--- src/rtl/bus_capture.sv ---
// bus_capture: synchronizes the multiplexed 65816 bus into the fpga domain,
// rebuilds one 24-bit {bank, addr} per qualified phi2 rise, queues it in a
// small first-word-fall-through FIFO and measures the phi2 period.
module bus_capture #(
  parameter int unsigned DEPTH   = 4,
  parameter int unsigned MIN_LOW = 2
) (
  input  logic                       fpga,
  input  logic                       reset_n,
  input  logic                       phi2,
  input  logic [15:0]                a,
  input  logic [7:0]                 d,
  output logic [23:0]                addr,
  output logic                       addr_valid,
  input  logic                       addr_ready,
  output logic [$clog2(DEPTH):0]     level,
  output logic [15:0]                period,
  output logic                       overflow,
  input  logic                       clr_ovf
);

  localparam int unsigned AW = $clog2(DEPTH);
  localparam int unsigned PW = AW + 1;
  localparam int unsigned CW = $clog2(MIN_LOW + 1);
  localparam int unsigned BW = 24;

  // Synchronizer stages; phi2 and the {d, a} bus move through identical
  // stages so the captured word always belongs to the sampled phi2 phase.
  logic          phi2_s1_q, phi2_s2_q, phi2_s3_q;
  logic [BW-1:0] bus_s1_q, bus_s2_q, bus_s3_q;

  // Low-phase qualification.
  logic [CW-1:0] low_cnt_q, low_cnt_d;
  logic          edge_acc;

  // FIFO storage and pointers (one extra bit to tell full from empty).
  logic [BW-1:0] mem_q [DEPTH];
  logic [PW-1:0] wptr_q, wptr_d;
  logic [PW-1:0] rptr_q, rptr_d;
  logic [PW-1:0] level_q, level_d;
  logic          valid_q, valid_d;
  logic          fifo_full;
  logic          do_pop;
  logic          do_push;
  logic          do_drop;

  // Period measurement.
  logic [15:0]   cnt_q, cnt_d;
  logic [15:0]   cnt_inc;
  logic [15:0]   period_q, period_d;

  // Sticky overflow.
  logic          ovf_q, ovf_d;

  // Three-stage sampling of phi2 and the multiplexed bus.
  always_ff @(posedge fpga or negedge reset_n) begin
    if (!reset_n) begin
      phi2_s1_q <= 1'b0;
      phi2_s2_q <= 1'b0;
      phi2_s3_q <= 1'b0;
      bus_s1_q  <= '0;
      bus_s2_q  <= '0;
      bus_s3_q  <= '0;
    end else begin
      phi2_s1_q <= phi2;
      phi2_s2_q <= phi2_s1_q;
      phi2_s3_q <= phi2_s2_q;
      bus_s1_q  <= {d, a};
      bus_s2_q  <= bus_s1_q;
      bus_s3_q  <= bus_s2_q;
    end
  end

  // Count consecutive synchronized-low cycles, saturating at MIN_LOW.
  always_comb begin
    low_cnt_d = low_cnt_q;
    if (phi2_s2_q) begin
      low_cnt_d = '0;
    end else if (low_cnt_q != CW'(MIN_LOW)) begin
      low_cnt_d = low_cnt_q + CW'(1);
    end
  end

  // A rise only counts after a long enough low phase (glitch filter).
  always_comb begin
    edge_acc = phi2_s2_q & ~phi2_s3_q & (low_cnt_q == CW'(MIN_LOW));
  end

  // Low-phase counter register.
  always_ff @(posedge fpga or negedge reset_n) begin
    if (!reset_n) begin
      low_cnt_q <= '0;
    end else begin
      low_cnt_q <= low_cnt_d;
    end
  end

  // FIFO control: pop on handshake, push unless full without a pop.
  always_comb begin
    fifo_full = (level_q == PW'(DEPTH));
    do_pop    = valid_q & addr_ready;
    do_push   = edge_acc & (~fifo_full | do_pop);
    do_drop   = edge_acc & fifo_full & ~do_pop;
    wptr_d    = wptr_q + PW'(do_push);
    rptr_d    = rptr_q + PW'(do_pop);
    level_d   = wptr_d - rptr_d;
    valid_d   = (wptr_d != rptr_d);
  end

  // FIFO pointers, occupancy and non-empty flag.
  always_ff @(posedge fpga or negedge reset_n) begin
    if (!reset_n) begin
      wptr_q  <= '0;
      rptr_q  <= '0;
      level_q <= '0;
      valid_q <= 1'b0;
    end else begin
      wptr_q  <= wptr_d;
      rptr_q  <= rptr_d;
      level_q <= level_d;
      valid_q <= valid_d;
    end
  end

  // FIFO storage; cleared on reset so stale entries never reappear.
  always_ff @(posedge fpga or negedge reset_n) begin
    if (!reset_n) begin
      for (int i = 0; i < int'(DEPTH); i++) begin
        mem_q[i] <= '0;
      end
    end else if (do_push) begin
      mem_q[wptr_q[AW-1:0]] <= bus_s3_q;
    end
  end

  // Head of queue is presented directly; zero while empty.
  always_comb begin
    addr = '0;
    if (valid_q) begin
      addr = mem_q[rptr_q[AW-1:0]];
    end
  end

  // Free-running saturating counter; reloads period on each accepted edge.
  always_comb begin
    cnt_inc  = (cnt_q == 16'hFFFF) ? cnt_q : cnt_q + 16'd1;
    cnt_d    = cnt_inc;
    period_d = period_q;
    if (edge_acc) begin
      period_d = cnt_inc;
      cnt_d    = '0;
    end
  end

  // Period counter and reported period.
  always_ff @(posedge fpga or negedge reset_n) begin
    if (!reset_n) begin
      cnt_q    <= '0;
      period_q <= '0;
    end else begin
      cnt_q    <= cnt_d;
      period_q <= period_d;
    end
  end

  // Sticky overflow: a dropped capture wins over a same-cycle clear.
  always_comb begin
    ovf_d = ovf_q;
    if (do_drop) begin
      ovf_d = 1'b1;
    end else if (clr_ovf) begin
      ovf_d = 1'b0;
    end
  end

  // Overflow flag register.
  always_ff @(posedge fpga or negedge reset_n) begin
    if (!reset_n) begin
      ovf_q <= 1'b0;
    end else begin
      ovf_q <= ovf_d;
    end
  end

  assign addr_valid = valid_q;
  assign level      = level_q;
  assign period     = period_q;
  assign overflow   = ovf_q;

endmodule

--- config.mk ---
export PLATFORM = sky130hd
export DESIGN_NAME = bus_capture
export DESIGN_NICKNAME = d
export VERILOG_FILES = /design/src/rtl/bus_capture.sv
export SDC_FILE = /design/constraint.sdc
export NUM_CORES = 1
export LEC_CHECK = 0
export BUFFER_PORTS_ARGS = -buffer_cell sky130_fd_sc_hd__buf_2
export CORE_ASPECT_RATIO = 1.4
export CORE_MARGIN = 4
export CORE_UTILIZATION = 30
export DETAILED_ROUTE_END_ITERATION = 16
export SLEW_MARGIN = 30
export SYNTH_ARGS = -nofsm -noshare
export SYNTH_HDL_FRONTEND = slang
export SYNTH_SLANG_ARGS = --single-unit
--- constraint.sdc ---
create_clock -name fpga -period 3 [get_ports fpga]
set_clock_uncertainty 0.15 [all_clocks]
set_input_delay 0.3 -clock fpga [delete_from_list [all_inputs] [get_ports fpga]]
set_output_delay 0.3 -clock fpga [all_outputs]
set_load 0.01 [all_outputs]
==> reports/qor.yml <==
outcome: "finished, final reports clean"
cp-startpoint: "rptr_q[0]"
ys_ff_latch: 216
vdd_ir_drop_max_mv: 0.532
critPathMaxFanout: 15
clock_latency_ps: 510
yosys_warnings: 0
worst_path_max_delay_cell: "dfrtp_4"
dr.pass1.iters: 4
rr_startpoint: "cnt_q[0]"
grt.total_usage: 0.113
vias_per_cell: 4.52
htreeDepth: 1
reg2reg_slack_ps: 690
post-dp-hpwl_mm: 10.2
wl_mm: 16.6
register_area_um2: 5410
avgRoutedWirePerCell_um: 16.1
worstSetupPathType: "register to output pin"
syn_area_um2: 8320
path_clk_slew_ps: 60
fillCellCount: 2543
synthSimpleGateAreaFrac: 0.0717
setup_viol: 0
fmax_mhz: 367
layout_commonest_cell: "dfrtp_1"
hold_path_class: "input pin to register"
path_cells: "buf_4 -> mux4_2 -> and2_1 -> buf_2"
rsz0062_at_grt: "false"
holdPathStages: 4
synthDistinctLibCells: 47
ant_nets: 0
synthAdderAreaFrac: 0.0144
gp_congestion: 0.701
fin_nets: 687
drc_errors: 0
finalSetupTns_ps: 0
power.leakage_nw: 4.74
period_needed_ps: 2720
core-area_um2: 27100
ios: 74
grt_max_degree: 84
worstPathRequired_ps: 2550
most-common-layout-cells: "dfrtp_1, mux2_2, buf_2"
critPathCaptureType: "output pin"
critPathCapture: "addr[16]"
regToRegEndpoint: "period[0]"
async_flop_share: 1.00
row_count: 71
syn_inst: 538
grt_pass1_vias: 5146
arrival_ps: 2270
antenna_found_initial: 0
drive_above_1_share: 0.395
cp-start-kind: "register"
grt_overflow_total: 0
period_share: 0.908
syn_area_per_cell_um2: 15.5
diodes: 0
cts_tree: "yes"
synth_edf_count: 0
synth_top_family_by_area: "multiplexers"
drtIter0Drc: 127
cts_setup_buffers: 0
numPortBuffers: 73
synth_flop_cell: "dfrtp_1"
die_y_um: 205
cp_slowest_stage_delay_ps: 630
slew_headroom: 0.543
yosysSeqAreaShare: 0.650
path_buf_inv: 2
die_area_um2: 30500
clock_sinks: 216
finalPower_mw: 9.39
dp.cells: 962
cts_buffers: 23
worst_pin_slew_ps: 686
powerDensity_nw_per_um2: 919
final_cells: 1029
grt_first_pass_wirelength_mm: 27.4
drv_slew: 0
cts-root-buf: "clkbuf_16"
syn-num-nets: 576
synthXorXnorAreaFrac: 0.00842
multiInputGateArea_um2: 2730
dr_total_vias: 4654
start_util: 0.307
crit_family: "flip-flops"
placed_area_um2: 9150
stdcell_area_um2: 10200
synth-compound-area-share: 0.0340
dieWidth_um: 149
worst-path-stages: 4
r2r_cells: 5
cts_buffer_depth: 3
max_cap_viol_count: 0
hold_viol: 0
syn2layout_area_growth_pct: 22.7
synth_mux_area_frac: 0.198
## routing by layer
metal / routed length (um) / vias to the layer above / global-route usage
li1: - / 2132 / -
met1: 7110 / 2400 / 0.143
met2: 8300 / 93 / 0.193
met3: 770 / 29 / 0.0226
met4: 403 / 0 / 0.0370
met5: 0 / - / 0
## cell type report
type / instances / share of cell area
tap: 365 / 0.0447
inverter: 11 / 0.00404
timing repair buffer: 114 / 0.0772
multi-input combinational: 283 / 0.267
clock buffer: 31 / 0.0642
clock inverter: 9 / 0.0129
sequential: 216 / 0.530
## logic make-up after synthesis
family,count (synthesis)
flops,216
buf+inv,39
simple gates,99
xor+xnor,8
mux,123
compound gates,44
fa+ha+maj,9
## per-stage QoR
| step | util | setup slack (ps) | hold WS (ps) |
|---|---|---|---|
| after floorplan | - | 812 | -146 |
| after global placement | 0.338 | 654 | 182 |
| after detailed placement | 0.338 | 633 | 185 |
| after CTS | 0.377 | 63.6 | 116 |
| after global routing | 0.377 | 133 | 160 |
| final | 0.377 | 276 | 136 |
## worst min path at each step
stage / from / endpoint / slack [ps]
2_1_floorplan: reset_n / addr_valid / -150
3_3_place_gp: bus_s1_q[22] / bus_s2_q[22] / 180
3_5_place_dp: bus_s1_q[21] / bus_s2_q[21] / 180
4_1_cts: addr_ready / rptr_q[0] / 120
5_1_grt: addr_ready / rptr_q[0] / 160
6_report: addr_ready / overflow / 140
## Yosys cell counts (4+ instances only)
library cell  count  area, um^2
a21oi_1          10        50.1
a31oi_1          11        68.8
and2_1           25         156
buf_2             8        40.0
buf_4             6        45.0
clkbuf_1         11        41.3
dfrtp_1         216        5410
ha_1              8         100
inv_1            11        41.3
mux2_2           96        1080
mux4_2           24         541
nand2_1          16        60.1
nand3_1           8        40.0
nor2_1           16        60.1
nor3_1            6        30.0
nor4_1            4        25.0
o21ai_0          12        60.1
o31ai_1           5        37.5
xnor2_1           5        43.8
## sequential cells by signal, summed over array words and instances (netlist names)
signal and count:
bus_s3_q 24, phi2_s3_q 1, wptr_q 3, low_cnt_q 2, phi2_s1_q 1, bus_s2_q 24
phi2_s2_q 1, overflow 1, bus_s1_q 24, level 3, addr_valid 1, mem_q 96
rptr_q 3, period 16, cnt_q 16
## tightest hold or removal path: stages
cell and delay (ps):
buf_2 90, nand2_1 120, nand4_1 140, o21ai_0 90
## repair_timing
action,in CTS,in global routing
gates resized for setup,0,1
setup endpoints to repair,0,4
hold buffers,27,0
endpoints found under the hold margin,105,0
## report_power, final
group | internal, mW | switching [mW] | leakage, nW
Combinational | 1.31 | 1.02 | 1.63
Clock | 1.79 | 1.13 | 0.378
Sequential | 3.65 | 0.490 | 2.73
(Power assumes the default switching activity.)
